File: config.mk
export PLATFORM = sky130hd
export DESIGN_NAME = progmem_port_arbiter_flat
export DESIGN_NICKNAME = d
export VERILOG_FILES = /design/src/rtl/progmem_port_arbiter_if.sv /design/src/rtl/progmem_port_arbiter.sv /design/src/flat_wrapper.sv
export SDC_FILE = /design/constraint.sdc
export NUM_CORES = 1
export LEC_CHECK = 0
export CELL_PAD_IN_SITES_DETAIL_PLACEMENT = 0
export CELL_PAD_IN_SITES_GLOBAL_PLACEMENT = 2
export CORE_MARGIN = 2
export CORE_UTILIZATION = 10
export DETAILED_ROUTE_END_ITERATION = 8
export HOLD_SLACK_MARGIN = 0.06
export PLACE_DENSITY = 0.95
export SLEW_MARGIN = 25
export SYNTH_ARGS = -nofsm -noshare
export SYNTH_HDL_FRONTEND = slang
export SYNTH_SLANG_ARGS = --single-unit
export TNS_END_PERCENT = 100
File: constraint.sdc
create_clock -name CLK -period 1.8 [get_ports CLK]
set_input_delay 0.27 -clock CLK [delete_from_list [all_inputs] [get_ports CLK]]
set_output_delay 0.27 -clock CLK [all_outputs]
set_load 0.1 [all_outputs]
File: src/rtl/progmem_port_arbiter_if.sv
// Request/response and memory-side signals shared by the program-memory arbiter.
// The arbiter connects through the slave modport; the requesters and the memory use the master modport.
interface progmem_port_arbiter_if #(
  parameter int DW = 32,
  parameter int AW = 32
);
  logic          F_REQ;
  logic [AW-1:0] F_ADDR;
  logic          F_GNT;
  logic          F_VALID;
  logic [DW-1:0] F_DATA;

  logic          D_REQ;
  logic          D_WE;
  logic [AW-1:0] D_ADDR;
  logic [DW-1:0] D_WDATA;
  logic          D_LOCK;
  logic          D_GNT;
  logic          D_VALID;
  logic [DW-1:0] D_RDATA;
  logic          D_ERR;

  logic          MEM_READ;
  logic          MEM_WRITE;
  logic [AW-1:0] MEM_ADDR;
  logic [DW-1:0] MEM_WDATA;
  logic [DW-1:0] MEM_RDATA;

  modport slave (
    input  F_REQ, F_ADDR, D_REQ, D_WE, D_ADDR, D_WDATA, D_LOCK, MEM_RDATA,
    output F_GNT, F_VALID, F_DATA, D_GNT, D_VALID, D_RDATA, D_ERR,
           MEM_READ, MEM_WRITE, MEM_ADDR, MEM_WDATA
  );

  modport master (
    output F_REQ, F_ADDR, D_REQ, D_WE, D_ADDR, D_WDATA, D_LOCK, MEM_RDATA,
    input  F_GNT, F_VALID, F_DATA, D_GNT, D_VALID, D_RDATA, D_ERR,
           MEM_READ, MEM_WRITE, MEM_ADDR, MEM_WDATA
  );
endinterface

File: src/rtl/progmem_port_arbiter.sv
// Shares the single-port program memory between instruction fetch and the debug loader,
// with round-robin arbitration, a debug burst lock and NOP substitution for bad fetch addresses.
module progmem_port_arbiter #(
  parameter int            DW       = 32,
  parameter int            AW       = 32,
  parameter int            DEPTH    = 32,
  parameter logic [DW-1:0] NOP_WORD = 32'hF800_0000
) (
  input  logic                  CLK,
  input  logic                  RESET,
  progmem_port_arbiter_if.slave bus
);

  typedef enum logic {ARB, LOCKED} state_t;

  state_t state, state_nxt;
  logic   last_d, last_d_nxt;    // 1: debug won the most recent grant
  logic   locked_now;
  logic   f_gnt, d_gnt;
  logic   f_in, d_in;
  logic   vld_f_p1, vld_d_p1;    // owner tag of the response in flight
  logic   err_p1, rd_p1;

  function automatic logic in_range(input logic [AW-1:0] addr);
    return addr < AW'(DEPTH);
  endfunction

  // Lock release is seen before arbitration so fetch can win the release cycle.
  always_comb begin
    state_nxt  = state;
    last_d_nxt = last_d;
    f_gnt      = 1'b0;
    d_gnt      = 1'b0;
    locked_now = (state == LOCKED) && bus.D_LOCK;
    if (RESET) begin
      if (locked_now) begin
        d_gnt = bus.D_REQ;
      end else if (bus.F_REQ && bus.D_REQ) begin
        f_gnt = last_d;
        d_gnt = !last_d;
      end else begin
        f_gnt = bus.F_REQ;
        d_gnt = bus.D_REQ;
      end
    end
    if (f_gnt) last_d_nxt = 1'b0;
    if (d_gnt) last_d_nxt = 1'b1;
    if (locked_now || (d_gnt && bus.D_LOCK)) state_nxt = LOCKED;
    else                                     state_nxt = ARB;
  end

  always_comb begin
    f_in          = in_range(bus.F_ADDR);
    d_in          = in_range(bus.D_ADDR);
    bus.MEM_READ  = (f_gnt && f_in) || (d_gnt && d_in && !bus.D_WE);
    bus.MEM_WRITE = d_gnt && d_in && bus.D_WE;
    bus.MEM_ADDR  = '0;
    if (d_gnt)      bus.MEM_ADDR = bus.D_ADDR;
    else if (f_gnt) bus.MEM_ADDR = bus.F_ADDR;
    bus.MEM_WDATA = bus.MEM_WRITE ? bus.D_WDATA : '0;
  end

  assign bus.F_GNT = f_gnt;
  assign bus.D_GNT = d_gnt;

  // Stage p0 -> p1: grant cycle to response cycle
  always_ff @(posedge CLK or negedge RESET) begin
    if (!RESET) begin
      state    <= ARB;
      last_d   <= 1'b1;
      vld_f_p1 <= 1'b0;
      vld_d_p1 <= 1'b0;
      err_p1   <= 1'b0;
      rd_p1    <= 1'b0;
    end else begin
      state    <= state_nxt;
      last_d   <= last_d_nxt;
      vld_f_p1 <= f_gnt;
      vld_d_p1 <= d_gnt;
      err_p1   <= f_gnt ? !f_in : (d_gnt ? !d_in : 1'b0);
      rd_p1    <= d_gnt && !bus.D_WE;
    end
  end

  // Stage p1: route registered memory data to the owner only
  assign bus.F_VALID = vld_f_p1;
  assign bus.F_DATA  = vld_f_p1 ? (err_p1 ? NOP_WORD : bus.MEM_RDATA) : '0;
  assign bus.D_VALID = vld_d_p1;
  assign bus.D_ERR   = vld_d_p1 && err_p1;
  assign bus.D_RDATA = (vld_d_p1 && rd_p1 && !err_p1) ? bus.MEM_RDATA : '0;

endmodule

File: src/flat_wrapper.sv
// flat-port wrapper written by rule: the top's interface ports become plain ports
module progmem_port_arbiter_flat 
#(
  parameter int            DW       = 32,
  parameter int            AW       = 32,
  parameter int            DEPTH    = 32,
  parameter logic [DW-1:0] NOP_WORD = 32'hF800_0000
)
  (CLK, RESET, bus_F_REQ, bus_F_ADDR, bus_D_REQ, bus_D_WE, bus_D_ADDR, bus_D_WDATA, bus_D_LOCK, bus_MEM_RDATA, bus_F_GNT, bus_F_VALID, bus_F_DATA, bus_D_GNT, bus_D_VALID, bus_D_RDATA, bus_D_ERR, bus_MEM_READ, bus_MEM_WRITE, bus_MEM_ADDR, bus_MEM_WDATA);
  progmem_port_arbiter_if #(.DW(DW), .AW(AW)) bus_i ();
  input  logic CLK;
  input  logic RESET;
  input wire logic [$bits(bus_i.F_REQ)-1:0] bus_F_REQ;
  input wire logic [$bits(bus_i.F_ADDR)-1:0] bus_F_ADDR;
  input wire logic [$bits(bus_i.D_REQ)-1:0] bus_D_REQ;
  input wire logic [$bits(bus_i.D_WE)-1:0] bus_D_WE;
  input wire logic [$bits(bus_i.D_ADDR)-1:0] bus_D_ADDR;
  input wire logic [$bits(bus_i.D_WDATA)-1:0] bus_D_WDATA;
  input wire logic [$bits(bus_i.D_LOCK)-1:0] bus_D_LOCK;
  input wire logic [$bits(bus_i.MEM_RDATA)-1:0] bus_MEM_RDATA;
  output wire logic [$bits(bus_i.F_GNT)-1:0] bus_F_GNT;
  output wire logic [$bits(bus_i.F_VALID)-1:0] bus_F_VALID;
  output wire logic [$bits(bus_i.F_DATA)-1:0] bus_F_DATA;
  output wire logic [$bits(bus_i.D_GNT)-1:0] bus_D_GNT;
  output wire logic [$bits(bus_i.D_VALID)-1:0] bus_D_VALID;
  output wire logic [$bits(bus_i.D_RDATA)-1:0] bus_D_RDATA;
  output wire logic [$bits(bus_i.D_ERR)-1:0] bus_D_ERR;
  output wire logic [$bits(bus_i.MEM_READ)-1:0] bus_MEM_READ;
  output wire logic [$bits(bus_i.MEM_WRITE)-1:0] bus_MEM_WRITE;
  output wire logic [$bits(bus_i.MEM_ADDR)-1:0] bus_MEM_ADDR;
  output wire logic [$bits(bus_i.MEM_WDATA)-1:0] bus_MEM_WDATA;
  assign bus_i.F_REQ = bus_F_REQ;
  assign bus_i.F_ADDR = bus_F_ADDR;
  assign bus_i.D_REQ = bus_D_REQ;
  assign bus_i.D_WE = bus_D_WE;
  assign bus_i.D_ADDR = bus_D_ADDR;
  assign bus_i.D_WDATA = bus_D_WDATA;
  assign bus_i.D_LOCK = bus_D_LOCK;
  assign bus_i.MEM_RDATA = bus_MEM_RDATA;
  assign bus_F_GNT = bus_i.F_GNT;
  assign bus_F_VALID = bus_i.F_VALID;
  assign bus_F_DATA = bus_i.F_DATA;
  assign bus_D_GNT = bus_i.D_GNT;
  assign bus_D_VALID = bus_i.D_VALID;
  assign bus_D_RDATA = bus_i.D_RDATA;
  assign bus_D_ERR = bus_i.D_ERR;
  assign bus_MEM_READ = bus_i.MEM_READ;
  assign bus_MEM_WRITE = bus_i.MEM_WRITE;
  assign bus_MEM_ADDR = bus_i.MEM_ADDR;
  assign bus_MEM_WDATA = bus_i.MEM_WDATA;
  progmem_port_arbiter #(.DW(DW), .AW(AW), .DEPTH(DEPTH), .NOP_WORD(NOP_WORD)) u_core (.CLK(CLK), .RESET(RESET), .bus(bus_i));
endmodule
==> results.sh, run 1 <==
export IMPL_firstDrtPassIters=4
export IMPL_path_buf_inv=5
export IMPL_clock_root_buffer="clkbuf_16"
export IMPL_cap_violations=0
export IMPL_grt_max_degree=17
export IMPL_rsz0062_at_grt="yes"
export IMPL_crit_family="buffers and inverters"
export IMPL_multi_input_area_mm2=0.00183
export IMPL_cp_data_required_time_ps=1530
export IMPL_yosysMostFrequentCell="and2_1"
export IMPL_seq_area_frac_synth=0.110
export IMPL_slew_headroom=0.807
export IMPL_synth_top_cells_by_count="and2_1 (80), a22o_1 (32), and2_2 (12), nor4_1 (12), clkbuf_1 (7)"
export IMPL_dr_wl_met2_um=7080
export IMPL_worstSetupPathType="flop to output pin"
export IMPL_path_clk_slew_ps=30
export IMPL_die_h_um=121
export IMPL_postSynth_asyncResetShare=1.00
export IMPL_cts_tree="done"
export IMPL_final_area_mm2=0.00718
export IMPL_io_pins=269
export IMPL_dp_hpwl_um=9960
export IMPL_ys_ff_latch=6
export IMPL_antenna_left=0
export IMPL_path_max_fanout=6
export IMPL_power_per_cell_area_mw_per_mm2=374
export IMPL_cts_sinks=6
export IMPL_drt_met1_wl_um=4010
export IMPL_synth_area_mm2=0.00137
export IMPL_placement_io_buffers=268
export IMPL_rows=42
export IMPL_min_period_over_period=1.19
export IMPL_postCtsHoldBufs=0
export IMPL_end_kind="output pin"
export IMPL_antenna_cells=0
export IMPL_yosysTopAreaCell="and2_1"
export IMPL_routed_via_count=2901
export IMPL_synth_edf_count=0
export IMPL_critPathArrivalTime_ps=1880
export IMPL_synth_top_area_share=0.364
export IMPL_ir_drop_mv=0.355
export IMPL_htree_levels=1
export IMPL_regArea_um2=160
export IMPL_numCtsBuffers=3
export IMPL_routabilityCongestion=0.782
export IMPL_viasPerCell=4.10
export IMPL_yosysWarnings=0
export IMPL_finalCriticalPeriod_ps=2150
export IMPL_place_area_mm2=0.00651
export IMPL_final_util=0.538
export IMPL_p_leak_nw=3.13
export IMPL_synth_cells=188
export IMPL_synth_ff_type="dfrtp_1"
export IMPL_skew_ps=0.602
export IMPL_tightest_slew_ps=287
export IMPL_max_freq_mhz=465
export IMPL_top_layer="met5"
export IMPL_grt_ovfl_total=0
export IMPL_dieArea_mm2=0.0147
export IMPL_drive_gt1_frac=0.752
export IMPL_setup_worst_path_start_class="flop"
export IMPL_cpPeakStageDelay_ps=370
export IMPL_routed_wirelength_um=12600
export IMPL_die_w_um=121
export IMPL_syn_avg_cell_area_um2=7.31
export IMPL_post_route_drc_count=0
export IMPL_dr_wl_met3_um=1310
export IMPL_clock_latency_ps=230
export IMPL_maxSlewViolCount=0
export IMPL_ctsLongestPathBuffers=2
export IMPL_antenna_found_initial=2
export IMPL_synthDistinctLibCells=24
export IMPL_nets=667
export IMPL_drt_iter0_drc=63
export IMPL_crit_path_frequent_cell="buf_12"
export IMPL_violations="negative setup slack"
export IMPL_crit_slowest_cell="dfrtp_1"
export IMPL_routedWlPerCell_um=17.8
export IMPL_start_util=0.103
export IMPL_crit_chain="a21boi_2, a21o_1, buf_6, clkinv_8, buf_12, buf_16, a22o_4, buf_12"
export IMPL_syn2layout_area_growth_pct=423
export IMPL_grt_pass1_wl_um=18400
export IMPL_fill_cells=1142
export IMPL_outcome="complete, but fails checks"
export IMPL_grtUsageTotal=0.161
export IMPL_setup_viol_count_final=68
export IMPL_hold_viol=0
export IMPL_min_path_type="primary input to async pin"
export IMPL_synth_nets=322
export IMPL_setup_slack_ps=-351
export IMPL_yosys_top_cells_area="and2_1 (36%), a22o_1 (20%), dfrtp_1 (9.1%), and2_2 (6.6%), nor4_1 (5.5%)"
export IMPL_grt_pass1_vias=3290
export IMPL_core_mm2=0.0133
area by class of cell:
type                    instances  share of cell area
clock buffers                   4              0.0110
repair buffers                354               0.679
multi-input cells             166               0.254
well taps                     176              0.0307
inverters                       2             0.00279
flip-flops and latches          6              0.0223
per-layer routing:
layer	vias to the layer above	GRT usage
met5	-	0
met4	4	0.0338
met3	17	0.0484
met2	183	0.327
met1	1339	0.158
li1	1358	-
where the power goes:
group	total (mW)	switching, mW	internal [mW]	leakage (nW)
Clock	0.377	0.0821	0.294	0.0382
Combinational	2.14	1.18	0.961	3.02
Sequential	0.166	0.0100	0.156	0.0718
cells by family after synthesis:
logic type,Yosys count,synth area share
AO/OA/AOI/OAI,43,0.265
buffers and inverters,17,0.0674
flip-flops,6,0.110
AND/OR/NAND/NOR,122,0.557
worst register-to-register path, cell delays in order (launching register included):
cell	delay (ps)
dfrtp_1	370
a21boi_2	170
a21o_1	200
buf_6	150
clkinv_8	70
buf_8	130
buf_16	120
buf_4	130
buf_4	130
o21a_1	160
stage by stage:
step / total power, mW / cells / hold WS, ps / worst slack, ps / setup TNS (ps)
floorplan: 1.21 / 188 / -25.6 / -180 / -3790
global placement: 2.15 / 671 / 476 / -836 / -45270
detailed placement: 2.17 / 671 / 486 / -831 / -45950
CTS: 2.68 / 702 / 85.0 / -433 / -25890
global route: 2.77 / 708 / 121 / -398 / -22760
finish: 2.68 / 708 / 83.1 / -351 / -18340
sequential cells by signal, summed over array words and instances, names as in the netlist:
| name | flops |
|---|---|
| u_core.err_p1 | 1 |
| u_core.bus.D_VALID | 1 |
| u_core.rd_p1 | 1 |
| u_core.state | 1 |
| u_core.last_d | 1 |
| u_core.bus.F_VALID | 1 |
worst paths after layout:
path / startpoint / to / slack, ps / depth (start not counted)
setup / recovery: u_core.state / bus_MEM_ADDR[23] / -350 / 8
hold / removal: RESET / u_core.err_p1 / 80 / 2
setup reg to reg: u_core.state / u_core.state / 60 / 9
hold reg to reg: u_core.state / u_core.state / 600 / 2
max in group asynchronous: RESET / u_core.last_d / 1510 / 2
min in group CLK: bus_D_LOCK / u_core.state / 440 / 2
layout by cell type, fill, tap and decap left out, types with 4 or more instances in the layout:
master and n:
buf_12 145, and2_4 85, clkdlybuf4s50_1 84, buf_4 60, a22o_4 33, buf_2 16
dlygate4sd2_1 15, buf_6 10, nor4_4 9, o21a_1 6, and2_2 6, clkdlybuf4s15_1 6
clkbuf_16 5, dlymetal6s2s_1 5, nand2_1 4, buf_16 4
what timing repair did:
action	4_1_cts	5_1_grt
cloned	11	1
pin swaps	47	33
gates resized for setup	166	27
endpoints found under the setup margin	97	119
buffers inserted	18	13
hold endpoints to repair	0	0
(Power assumes the default switching activity.)
==> inputs of run 2 (changes only) <==
--- a/config.mk
+++ b/config.mk
@@ -5,13 +5,10 @@
 export SDC_FILE = /design/constraint.sdc
 export NUM_CORES = 1
 export LEC_CHECK = 0
-export CELL_PAD_IN_SITES_DETAIL_PLACEMENT = 0
-export CELL_PAD_IN_SITES_GLOBAL_PLACEMENT = 2
-export CORE_MARGIN = 2
-export CORE_UTILIZATION = 10
+export CORE_AREA = 2 2 105 107
 export DETAILED_ROUTE_END_ITERATION = 8
+export DIE_AREA = 0 0 107 109
 export HOLD_SLACK_MARGIN = 0.06
-export PLACE_DENSITY = 0.95
 export SLEW_MARGIN = 25
 export SYNTH_ARGS = -nofsm -noshare
 export SYNTH_HDL_FRONTEND = slang
==> results.sh, run 2 (synthesized netlist as in run 1, its figures left out) <==
export IMPL_outcome="complete, but fails checks"
export IMPL_violations="negative setup slack"
export IMPL_min_path_type="primary input to async pin"
export IMPL_grt_max_degree=33
export IMPL_cp_data_required_time_ps=1530
export IMPL_regArea_um2=160
export IMPL_dr_wl_met2_um=7570
export IMPL_p_sw_mw=1.26
export IMPL_drt_met1_wl_um=3910
export IMPL_cpPeakStageDelay_ps=280
export IMPL_swShare=0.498
export IMPL_cts_sinks=6
export IMPL_pwr_share_clk=0.083
export IMPL_worstSetupPathType="primary input to output pin"
export IMPL_routedWlPerCell_um=19.1
export IMPL_path_max_fanout=5
export IMPL_start_util=0.130
export IMPL_power_frac_seq=0.068
export IMPL_post_route_drc_count=0
export IMPL_path_clk_slew_ps=40
export IMPL_firstDrtPassIters=4
export IMPL_dp_hpwl_um=9620
export IMPL_grt_ovfl_total=0
export IMPL_numCtsBuffers=3
export IMPL_drt_iter0_drc=63
export IMPL_viasPerCell=4.30
export IMPL_die_h_um=109
export IMPL_routed_via_count=2914
export IMPL_routed_wirelength_um=13000
export IMPL_combPwrFrac=0.849
export IMPL_cts_tree="done"
export IMPL_clock_latency_ps=220
export IMPL_power_per_cell_area_mw_per_mm2=353
export IMPL_rsz0062_at_grt="yes"
export IMPL_path_buf_inv=6
export IMPL_min_period_over_period=1.24
export IMPL_placement_io_buffers=268
export IMPL_ir_drop_mv=0.303
export IMPL_place_area_mm2=0.00648
export IMPL_htree_levels=1
export IMPL_setup_slack_ps=-432
export IMPL_grt_pass1_vias=3254
export IMPL_io_pins=269
export IMPL_fill_cells=773
export IMPL_core_mm2=0.0106
export IMPL_crit_path_frequent_cell="buf_12"
export IMPL_hold_viol=0
export IMPL_grtUsageTotal=0.211
export IMPL_final_area_mm2=0.00718
export IMPL_antenna_found_initial=2
export IMPL_end_kind="output pin"
export IMPL_max_freq_mhz=448
export IMPL_clock_root_buffer="clkbuf_8"
export IMPL_crit_family="buffers and inverters"
export IMPL_setup_worst_path_start_class="primary input"
export IMPL_p_leak_nw=3.12
export IMPL_antenna_left=0
export IMPL_finalCriticalPeriod_ps=2230
export IMPL_critPathArrivalTime_ps=1960
export IMPL_grt_pass1_wl_um=18600
export IMPL_multi_input_area_mm2=0.00183
export IMPL_p_int_mw=1.27
export IMPL_final_util=0.677
export IMPL_drive_gt1_frac=0.752
export IMPL_ctsLongestPathBuffers=2
export IMPL_postCtsHoldBufs=0
export IMPL_slew_headroom=0.766
export IMPL_crit_chain="clkdlybuf4s15_1, nor3_2, nand3_2, nor4_4, buf_4, buf_6, buf_12, buf_12, and2_4, buf_12"
export IMPL_die_w_um=107
export IMPL_final_common_cell="buf_12"
export IMPL_skew_ps=4.20
export IMPL_crit_slowest_cell="nor4_4"
export IMPL_tightest_slew_ps=350
export IMPL_top_layer="met4"
export IMPL_pre_cts_slack_ps=-885
export IMPL_cap_violations=0
export IMPL_nets=671
export IMPL_dieArea_mm2=0.0117
export IMPL_syn2layout_area_growth_pct=422
export IMPL_rows=38
export IMPL_routabilityCongestion=0.795
export IMPL_setup_viol_count_final=78
export IMPL_final_cell_mix="buf_12 (147), and2_4 (83), clkdlybuf4s50_1 (82)"
export IMPL_maxSlewViolCount=0
export IMPL_dr_wl_met3_um=1080
## run 2: per-stage QoR
stage	setup TNS, ps	power (mW)	hold slack, ps	cells
3_5_place_dp	-48220	2.17	505	637
5_1_grt	-26970	2.61	142	677
3_3_place_gp	-42750	2.15	476	637
2_1_floorplan	-3790	1.21	-25.6	188
6_report	-21730	2.53	115	677
4_1_cts	-26780	2.55	124	674
## run 2: what timing repair did
action                     4_1_cts  5_1_grt
buffers inserted                22        9
cloned                          12        3
setup endpoints to repair       96      100
pin swaps                       48       35
resized for setup              166       17
## run 2: metal layers
metal,vias to the layer above,GRT usage
met5,-,0
met4,0,0.0788
met3,22,0.0550
met2,185,0.436
met1,1337,0.195
li1,1370,-
## run 2: final timing paths
kind / endpoint / cells past startpoint / slack [ps] / startpoint
setup reg to reg: u_core.state / 9 / 50 / u_core.state
hold reg to reg: u_core.last_d / 2 / 530 / u_core.last_d
hold / removal: u_core.state / 2 / 120 / RESET
max in group asynchronous: u_core.last_d / 2 / 1470 / RESET
min in group CLK: u_core.state / 2 / 440 / bus_D_LOCK
setup / recovery: bus_MEM_WDATA[11] / 10 / -430 / bus_D_ADDR[7]
## run 2: area by class of cell
class                   count  area share
repair buffers            358       0.689
flip-flops and latches      6      0.0223
clock buffers               4     0.00628
multi-input cells         166       0.255
diodes                      1    0.000349
inverters                   2     0.00279
well taps                 140      0.0244
## run 2: power groups by stage
| stage | Clock, mW | Sequential (mW) | Combinational, mW |
|---|---|---|---|
| after floorplan | 0 | 0.189 | 1.02 |
| after global placement | 0 | 0.167 | 1.98 |
| after detailed placement | 0 | 0.168 | 2.00 |
| after CTS | 0.216 | 0.174 | 2.16 |
| after global routing | 0.227 | 0.173 | 2.21 |
| final | 0.211 | 0.172 | 2.15 |
